<file path="src/rtl/sp_ram_bytewr.sv">
// Single-port synchronous RAM with byte-lane write enables,
// selectable read-during-write behaviour and a read-valid strobe.
//
// Ports:
//   clk      rising-edge clock
//   rst_n    async active-low reset (output registers only)
//   wren_a   write request
//   rden_a   read request
//   addr_a   word address shared by read and write
//   be_a     byte-lane write enables (lane k = bits [k*BYTEW +: BYTEW])
//   wdata_a  write data
//   rdata_a  registered read data
//   rvalid_a one-cycle strobe marking data of an accepted read
//
// Parameters: ABITS, WIDTH, BYTEW, RDW_MODE
//   RDW_MODE 0 = no-change, 1 = read-first, 2 = write-first
//
// Optional build macro: SP_RAM_OUTREG_EN
//   adds a second output register stage (read latency 2).

module sp_ram_bytewr #(
    parameter int ABITS    = 4,
    parameter int WIDTH    = 8,
    parameter int BYTEW    = 8,
    parameter int RDW_MODE = 0
) (
    input  logic                   clk,
    input  logic                   rst_n,
    input  logic                   wren_a,
    input  logic                   rden_a,
    input  logic [ABITS-1:0]       addr_a,
    input  logic [WIDTH/BYTEW-1:0] be_a,
    input  logic [WIDTH-1:0]       wdata_a,
    output logic [WIDTH-1:0]       rdata_a,
    output logic                   rvalid_a
);

    localparam int NBE   = WIDTH / BYTEW;
    localparam int DEPTH = 2 ** ABITS;

    localparam logic RD_ON_WR = (RDW_MODE != 0);
    localparam logic WR_FIRST = (RDW_MODE == 2);

    if (RDW_MODE < 0 || RDW_MODE > 2) begin : g_bad_mode
        $error("sp_ram_bytewr: RDW_MODE must be 0, 1 or 2");
    end

    if (WIDTH % BYTEW != 0) begin : g_bad_width
        $error("sp_ram_bytewr: WIDTH must be a multiple of BYTEW");
    end

    logic [WIDTH-1:0] mem_q [DEPTH];

    logic             rd_acc;
    logic [WIDTH-1:0] merged;
    logic [WIDTH-1:0] rdata_d;

    logic [WIDTH-1:0] rdata_q;
    logic             rvalid_q;

    // In no-change mode a write blocks the read in the same cycle.
    assign rd_acc = rden_a & (~wren_a | RD_ON_WR);

    // Word as it will look after this cycle's write lands.
    always_comb begin
        merged = mem_q[addr_a];
        for (int k = 0; k < NBE; k++) begin
            if (wren_a && be_a[k]) begin
                merged[k*BYTEW +: BYTEW] = wdata_a[k*BYTEW +: BYTEW];
            end
        end
    end

    always_comb begin
        rdata_d = mem_q[addr_a];
        if (WR_FIRST && wren_a) begin
            rdata_d = merged;
        end
    end

    // Array has no reset; contents survive rst_n.
    always_ff @(posedge clk) begin
        if (wren_a) begin
            for (int k = 0; k < NBE; k++) begin
                if (be_a[k]) begin
                    mem_q[addr_a][k*BYTEW +: BYTEW] <=
                        wdata_a[k*BYTEW +: BYTEW];
                end
            end
        end
    end

    always_ff @(posedge clk or negedge rst_n) begin
        if (!rst_n) begin
            rdata_q  <= '0;
            rvalid_q <= 1'b0;
        end else begin
            rvalid_q <= rd_acc;
            if (rd_acc) begin
                rdata_q <= rdata_d;
            end
        end
    end

`ifdef SP_RAM_OUTREG_EN
    logic [WIDTH-1:0] rdata2_q;
    logic             rvalid2_q;

    // Second stage only loads real read data so the hold
    // behaviour is seen at the final output.
    always_ff @(posedge clk or negedge rst_n) begin
        if (!rst_n) begin
            rdata2_q  <= '0;
            rvalid2_q <= 1'b0;
        end else begin
            rvalid2_q <= rvalid_q;
            if (rvalid_q) begin
                rdata2_q <= rdata_q;
            end
        end
    end

    assign rdata_a  = rdata2_q;
    assign rvalid_a = rvalid2_q;
`else
    assign rdata_a  = rdata_q;
    assign rvalid_a = rvalid_q;
`endif

endmodule

</file>
<file path="config.mk">
export PLATFORM = sky130hd
export DESIGN_NAME = sp_ram_bytewr
export DESIGN_NICKNAME = d
export VERILOG_FILES = /design/src/rtl/sp_ram_bytewr.sv
export SDC_FILE = /design/constraint.sdc
export NUM_CORES = 1
export LEC_CHECK = 0
export CAP_MARGIN = 40
export CORE_ASPECT_RATIO = 0.8
export CORE_MARGIN = 10
export CORE_UTILIZATION = 51
export DETAILED_ROUTE_END_ITERATION = 6
export HOLD_SLACK_MARGIN = 0.08
export PLACE_DENSITY = 0.73
export REMOVE_ABC_BUFFERS = 1
export SLEW_MARGIN = 5
export SYNTH_ARGS = -nofsm -noshare
export SYNTH_HDL_FRONTEND = slang
export SYNTH_SLANG_ARGS = --single-unit
</file>
<file path="constraint.sdc">
create_clock -name clk -period 2.6 [get_ports clk]
set_clock_uncertainty 0.1 [all_clocks]
set_input_delay 0.39 -clock clk [delete_from_list [all_inputs] [get_ports clk]]
set_output_delay 0.39 -clock clk [all_outputs]
set_load 0.1 [all_outputs]
</file>
==> impl_metrics.toml, run 1 <==
[logic_synthesis]
ys_types = 29
synth_warnings = 0
ys_ff_latch = 137
seq_area_frac_synth_pct = 74.3
syn_avg_cell_area_um2 = 17.8
syn_area_um2 = 5480
synth_cells = 307

[routing]
vias = 2980
ant_nets = 0
drt_wl_total_um = 11600
drc_errors = 0
drt_iter0_markers = 387
dr.pass1.iters = 5
vias_per_cell = 5.79
wl_per_cell_um = 22.6

[timing]
period_share_pct = 69.9
min_period_ns = 1.82
max-slew-margin-rel_pct = 50.9
fin_ws_ns = 0.784
setup_viol = 0
slew_violations = 0
rsz0062_at_grt = "no"
worst_pin_slew_ns = 0.735
fmax_mhz = 551
hold_viol = 0
whs_ns = 0.219
setup_tns_ns = 0

[critical_path]
cp-end-kind = "flip-flop"
cp-startpoint = "addr_a[1]"
path_cells = "clkdlybuf4s50_1 -> buf_4 -> or3b_1 -> o22ai_1 -> nor2_1 -> a31oi_1"
reg2regPathDepth = 3
critical-path-max-stage-delay_ns = 0.57
r2r-start = "mem_q[0][7]"
worstSetupStartpointType = "input port"
crit_path_top_delay_cell = "clkdlybuf4s50_1"
cp_top_family = "buffers and inverters"
cp_max_fo = 14
cp.buffers_inverters = 2
cp.required_ns = 2.82
r2r_setup_slack_ns = 1.09
critPathKind = "input port to flip-flop"
r2r-end = "rdata_a[7]"
arrival_ns = 2.04

[power_and_ir_drop]
sequentialPowerShare_pct = 46.9
p_leak_nw = 2.32
power_density_nw_per_um2 = 811
combPwrFrac_pct = 8.6
internal_power_mw = 4.08
finalPower_mw = 5.29
ir_worst_vdd_uv = 507
pwr-share-clk_pct = 44.5
p_sw_mw = 1.21
swShare_pct = 22.9

[global_route]
grt_max_degree = 18
grt_first_pass_wirelength_um = 17700
antenna_found_initial = 0
overflow = 0
grt_usage_pct = 15.7
grt_pass1_vias = 2909

[placement]
place_hpwl_um = 7700
portBuffers = 25
place_ws_ns = 0.376
place_congestion = 0.834
dp.cells = 483
place_area_um2 = 5940

[outcome]
status = "completed"

[floorplan]
chipHeight_um = 113
die-area_um2 = 15300
rows = 33
ios = 26
core_um2 = 10400
die_w_um = 136
start_util_pct = 52.9

[layout]
fin_util_pct = 63.0
layout-drive-gt1-share_pct = 20.5
post-route-cell-area_um2 = 6530
area_delta_synth_final_pct = 19.2
diodes = 0
final_cells = 515
fillers = 694
nNetsFinal = 379

[clock_tree]
clock-sinks = 137
clk_pin_slew_ns = 0.06
cts_setup_buffers = 0
cts_tree = "yes"
cts_root_buffer = "clkbuf_16"
cts_buffers = 17
clk_latency_ns = 0.41
cts_resized = 0
cts-htree-levels = 4
cts_hold_buf = 0
cts_buffer_depth = 2

[run]
maxCapViolations = 0

[worst_hold_path]
hp-class = "input port to asynchronous set/reset pin"
-- cell usage after synthesis --
cell	number	area share (%)
or3_4	1	0.21
buf_1	1	0.068
or3b_1	1	0.16
edfxtp_1	128	70
and2_4	1	0.16
dfrtp_1	9	4.1
buf_8	1	0.27
nand3_1	8	0.73
or3b_4	1	0.21
buf_6	2	0.41
nor2b_1	2	0.23
mux2i_1	48	8.8
o22ai_1	12	1.4
nor2_1	29	2.0
buf_4	4	0.55
nand3b_1	3	0.41
o32ai_1	4	0.64
clkbuf_1	3	0.21
a2bb2oi_1	4	0.64
nand2b_1	3	0.34
nand4b_1	1	0.16
mux4_1	8	3.8
a221oi_2	4	1.1
a31oi_1	8	0.91
o21ai_1	4	0.37
buf_2	6	0.55
nand2_1	5	0.34
nor3_1	4	0.37
buf_12	2	0.73
-- sequential cells by signal (all words and copies together), names as in the netlist --
name      cells
rvalid_a      1
rdata_a       8
mem_q       128
-- placed cells by master, fill, tap and decap left out, drive strengths merged, types with 2 or more instances in the layout --
cell type	Yosys	routed
nand2b	3	3
clkinvlp	0	4
o21ai	4	4
clkdlybuf4s50	0	14
nor2	29	29
o22ai	12	12
clkinv	0	7
buf	16	41
bufinv	0	3
a221oi	4	4
nand3	8	8
nor3	4	4
a31oi	8	8
mux2i	48	48
nand2	5	5
or3b	2	2
nand3b	3	3
clkbuf	3	18
nor2b	2	2
a2bb2oi	4	4
o32ai	4	4
edfxtp	128	128
dfrtp	9	9
mux4	8	8
-- power groups by stage --
stage / Clock, mW / Combinational, mW / Sequential [mW]
global placement: 0 / 0.447 / 2.53
global route: 2.49 / 0.479 / 2.49
detailed placement: 0 / 0.455 / 2.53
floorplan: 0 / 0.114 / 2.67
finish: 2.36 / 0.456 / 2.48
CTS: 2.38 / 0.457 / 2.48
-- per-layer routing --
metal	share of wire, %	track usage [%]
met1	46	22.3
met3	8.3	5.35
met2	44	21.8
met4	1.5	5.46
met5	0	0
-- how the worst max path moves through the flow --
stage	end	slack [ns]	depth (start not counted)
finish	rdata_a[0]	0.78	6
floorplan	mem_q[2][0]	0.41	3
detailed placement	rdata_a[6]	0.38	6
global route	rdata_a[6]	0.67	6
CTS	rdata_a[6]	0.80	6
global placement	rdata_a[0]	0.42	6
-- final cells by class --
class	instances	area, um^2	share of cell area [%]
sequential	137	4070	62.3
tap	140	175	2.68
clock inverter	14	156	2.40
multi-input combinational	151	1260	19.2
clock buffer	18	429	6.57
timing repair buffer	55	443	6.78
-- cells by family (layout without fill, tap and decap cells) --
| logic type | Yosys count | after routing | share of synthesized area, % |
|---|---|---|---|
| flops | 137 | 137 | 74.3 |
| simple gates | 59 | 59 | 5.30 |
| mux | 56 | 56 | 12.6 |
| compound gates | 36 | 36 | 5.03 |
| buf+inv | 19 | 87 | 2.79 |
(Power assumes the default switching activity.)
==> run 2, diff against run 1 <==
==> constraint.sdc (replaced) <==
create_clock -name clk -period 1.8 [get_ports clk]
set_clock_uncertainty 0.1 [all_clocks]
set_input_delay 0.27 -clock clk [delete_from_list [all_inputs] [get_ports clk]]
set_output_delay 0.27 -clock clk [all_outputs]
set_load 0.1 [all_outputs]
==> run 2 against run 1 <==
Worst setup slack got worse by 0.64 ns. Combinational power grew 68%. Sequential share of layout area shrank 2.3 points. Die area did not move. Via count rose by 0.17%. Flip-flop and latch count did not move. Core utilization increased by 2.4 points. Cell area grew 3.8%. Final cell count rose by 1.7%.
==> impl_metrics.toml, run 2 (same netlist as run 1, synthesis figures left out) <==
[global_route]
grt_first_pass_wirelength_um = 17700
antenna_found_initial = 0
overflow = 0
grt_pass1_vias = 2901
grt_max_degree = 26
grt_usage_pct = 15.8

[layout]
area_delta_synth_final_pct = 23.7
final_cells = 524
diodes = 0
top_register = "mem_q"
fillers = 693
post-route-cell-area_um2 = 6780
layout-drive-gt1-share_pct = 22.7
largest_reg_flops = 128
final_common_cell = "edfxtp_1"
layout_common_cells = "128 x edfxtp_1, 48 x mux2i_1, 37 x buf_4, 29 x nor2_1, 17 x clkbuf_16"
nNetsFinal = 389

[timing]
max-slew-margin-rel_pct = 53.3
worst_pin_slew_ns = 0.698
slew_violations = 0
hold_viol = 0
setup_viol = 0
whs_ns = 0.118
min_period_ns = 1.66
setup_tns_ns = 0
period_share_pct = 92.3
rsz0062_at_grt = "no"
fmax_mhz = 602

[routing]
drc_errors = 0
wl_per_cell_um = 22.2
vias = 2985
drt_wl_total_um = 11600
ant_nets = 0
dr.pass1.iters = 5
drt_iter0_markers = 330
vias_per_cell = 5.70

[floorplan]
die_w_um = 136
chipHeight_um = 113
start_util_pct = 52.9
core_um2 = 10400
die-area_um2 = 15300
rows = 33
ios = 26

[power_and_ir_drop]
p_leak_nw = 2.44
power_density_nw_per_um2 = 1170
finalPower_mw = 7.90
ir_worst_vdd_uv = 869

[critical_path]
crit_path_top_delay_cell = "clkdlybuf4s50_1"
path_cells = "clkdlybuf4s50_1 -> buf_4 -> nand3b_1 -> o22ai_1 -> nor2_1 -> a31oi_1"
cp-end-kind = "flip-flop"
cp.buffers_inverters = 2
critPathKind = "input port to flip-flop"
worstSetupStartpointType = "input port"
cp_max_fo = 5
arrival_ns = 1.88
reg2regPathDepth = 4
cp_top_family = "buffers and inverters"
critical-path-max-stage-delay_ns = 0.50
cp.depth = 6
cp.required_ns = 2.02

[placement]
place_congestion = 0.803
place_area_um2 = 6170
portBuffers = 25
dp.cells = 493
place_hpwl_um = 7640

[clock_tree]
cts-htree-levels = 4
cts_hold_buf = 0
cts_buffers = 17
cts_buffer_depth = 2
clk_pin_slew_ns = 0.05
clock-sinks = 137
cts_setup_buffers = 0
cts_tree = "yes"
clk_latency_ns = 0.41
cts_root_buffer = "clkbuf_16"
cts_resized = 0

[outcome]
status = "completed"

[worst_hold_path]
hp-class = "input port to asynchronous set/reset pin"

[run]
maxCapViolations = 0
-- run 2: changes by cell type in the layout (fill, tap and decap cells not counted) --
cell / previous run / this run
clkinv_4: 1 / 3
buf_4: 39 / 37
bufinv_16: 3 / 4
clkbuf_1: 1 / 0
buf_12: 0 / 12
clkinvlp_4: 4 / 1
-- run 2: path summary, 6_finish.rpt --
kind / start / to / slack, ns
worst max-delay path: addr_a[1] / rdata_a[7] / 0.14
worst min-delay path: rst_n / rvalid_a / 0.12
worst max register to register: mem_q[5][3] / rdata_a[3] / 0.29
worst min register to register: rdata_a[5] / rdata_a[5] / 0.49
max in group asynchronous: rst_n / rdata_a[3] / 1.12
min in group clk: addr_a[3] / rdata_a[1] / 0.48
-- run 2: per-stage QoR --
| stage | utilization (%) | setup slack [ns] |
|---|---|---|
| final | 65.4 | 0.139 |
| after CTS | 65.4 | 0.156 |
| after detailed placement | 59.5 | -0.265 |
| after floorplan | - | -0.273 |
| after global placement | 59.5 | -0.201 |
| after global routing | 65.4 | 0.0478 |
-- run 2: per-layer routing --
metal / track usage, % / wire length [um]
met5: 0 / 0
met4: 7.16 / 182
met3: 3.49 / 886
met2: 23.1 / 5520
met1: 22.1 / 5040
-- run 2: final cells by class --
type	instances	area, um^2	share of cell area, %
Sequential cell	137	4070	60.1
Multi-Input combinational cell	151	1260	18.5
Timing Repair Buffer	65	668	9.86
Clock buffer	17	425	6.28
Clock inverter	14	181	2.68
Tap cell	140	175	2.59
-- run 2: worst reg2reg max path, stage by stage, from the launching register on --
cell	delay, ns
edfxtp_1	0.35
mux4_1	0.57
a2bb2oi_1	0.16
nand3_1	0.10
a31oi_1	0.09
-- run 2: power by group --
part / internal, mW / switching (mW)
combinational: 0.288 / 0.477
sequential: 3.55 / 0.0481
clock: 2.29 / 1.25
==> run 3, diff against run 2 <==
--- a/config.mk
+++ b/config.mk
@@ -10,6 +10,7 @@
 export CORE_MARGIN = 10
 export CORE_UTILIZATION = 51
 export DETAILED_ROUTE_END_ITERATION = 6
+export GPL_TIMING_DRIVEN = 0
 export HOLD_SLACK_MARGIN = 0.08
 export PLACE_DENSITY = 0.73
 export REMOVE_ABC_BUFFERS = 1
==> run 3 against run 2 <==
Critical path depth decreased by 1. Count of clock-buffer cells in the layout increased by 1. Maximum frequency decreased by 4.4%. Critical endpoint is now mem_q[3][4].
==> impl_metrics.toml, run 3 (same netlist as run 1, synthesis figures left out) <==
[timing]
min_period_ns = 1.74
period_share_pct = 96.6
setup_viol = 0
hold_viol = 0
max-slew-margin-rel_pct = 52.2
whs_ns = 0.0887
worst_pin_slew_ns = 0.715
fin_ws_ns = 0.0619
slew_violations = 0
rsz0062_at_grt = "yes"
fmax_mhz = 575

[routing]
drt_wl_total_um = 11000
drt_iter0_markers = 309
drc_errors = 0
vias = 2831
ant_nets = 0
wl_per_cell_um = 22.2
vias_per_cell = 5.73
dr.pass1.iters = 4

[floorplan]
die_w_um = 136
start_util_pct = 52.9
die-area_um2 = 15300
chipHeight_um = 113
ios = 26
core_um2 = 10400
rows = 33

[layout]
nNetsFinal = 358
area_delta_synth_final_pct = 21.5
largest_reg_flops = 128
fin_util_pct = 64.2
final_common_cell = "edfxtp_1"
final_cells = 494
top_register = "mem_q"
diodes = 0
layout-drive-gt1-share_pct = 21.8
layout_common_cells = "128 x edfxtp_1, 48 x mux2i_1, 17 x nor2_1, 17 x clkbuf_16"

[power_and_ir_drop]
swShare_pct = 22.6
combPwrFrac_pct = 9.0
internal_power_mw = 6.28
ir_worst_vdd_uv = 621
power_density_nw_per_um2 = 1220
p_sw_mw = 1.83
p_leak_nw = 2.33
pwr-share-clk_pct = 46.7
sequentialPowerShare_pct = 44.3

[worst_hold_path]
hp-class = "input port to asynchronous set/reset pin"

[critical_path]
critPathKind = "input port to flip-flop"
cp.required_ns = 1.82
arrival_ns = 1.75
cp-end-kind = "flip-flop"
cp_max_fo = 20
worstSetupStartpointType = "input port"

[global_route]
grt_pass1_vias = 2901
antenna_found_initial = 0
grt_max_degree = 36
overflow = 0
grt_usage_pct = 15.2
grt_first_pass_wirelength_um = 17100

[placement]
place_congestion = 0.784
place_ws_ns = -1.80
place_hpwl_um = 6950
portBuffers = 25
dp.cells = 470

[clock_tree]
cts_tree = "yes"
cts_buffer_depth = 2
clk_latency_ns = 0.42
clock-sinks = 137
cts_root_buffer = "clkbuf_16"
cts_buffers = 17
clk_pin_slew_ns = 0.06
cts-htree-levels = 4

[run]
maxCapViolations = 0

[outcome]
status = "completed"
run 3: cell count changes in the layout (fill, tap and decap cells not counted), moves of 3 or more:
cell / change
buf_4: -33
inv_6: +4
nor2_1: -12
nor2_2: +11
nor3_1: -4
nor3_2: +3
run 3: stage by stage:
step | power [mW] | setup TNS (ns) | cell area, um^2
finish | 8.12 | 0 | 6660
global route | 8.34 | -0.459 | 6660
CTS | 8.14 | -6.81 | 6610
detailed placement | 4.40 | -151.17 | 5970
global placement | 4.28 | -319.24 | 5750
floorplan | 4.02 | -3.00 | 5330
run 3: worst max-delay path, cell delays in order:
cell and delay, ns:
buf_2 0.33, and2_4 0.32, nand3_1 0.23, nor3_2 0.34
buf_2 0.26
run 3: cell type report:
cell class                      count  area (um^2)
Multi-Input combinational cell    151         1330
Fill cell                         698         3710
Clock buffer                       18          429
Timing Repair Buffer               34          433
Tap cell                          140          175
Sequential cell                   137         4070
Clock inverter                     14          219
run 3: layer usage:
| layer | routed length (um) | global-route usage [%] |
|---|---|---|
| met3 | 601 | 3.63 |
| met1 | 5000 | 21.0 |
| met2 | 5130 | 22.3 |
| met5 | 0 | 0 |
| met4 | 225 | 6.87 |
run 3: worst paths after layout:
path / slack (ns) / cells past startpoint / to / from
worst max register to register: 0.28 / 4 / rdata_a[0] / mem_q[4][0]
worst min register to register: 0.50 / 2 / rdata_a[6] / rdata_a[6]
worst max-delay path: 0.06 / 5 / mem_q[3][4] / addr_a[1]
min in group clk: 0.31 / 3 / rdata_a[5] / addr_a[1]
max in group asynchronous: 1.17 / 1 / rdata_a[2] / rst_n
worst min-delay path: 0.09 / 1 / rdata_a[6] / rst_n
run 3: power groups by stage:
stage | Sequential [mW] | Clock (mW) | Combinational, mW
floorplan | 3.85 | 0 | 0.165
global placement | 3.64 | 0 | 0.641
detailed placement | 3.64 | 0 | 0.756
CTS | 3.60 | 3.81 | 0.731
global route | 3.60 | 3.97 | 0.772
finish | 3.59 | 3.79 | 0.734
run 3: repair_timing:
item / in CTS / in global routing
buffers inserted: 1 / 0
hold buffers: 0 / 0
cloned: 0 / 0
gates resized for setup: 26 / 11
setup endpoints to repair: 145 / 111
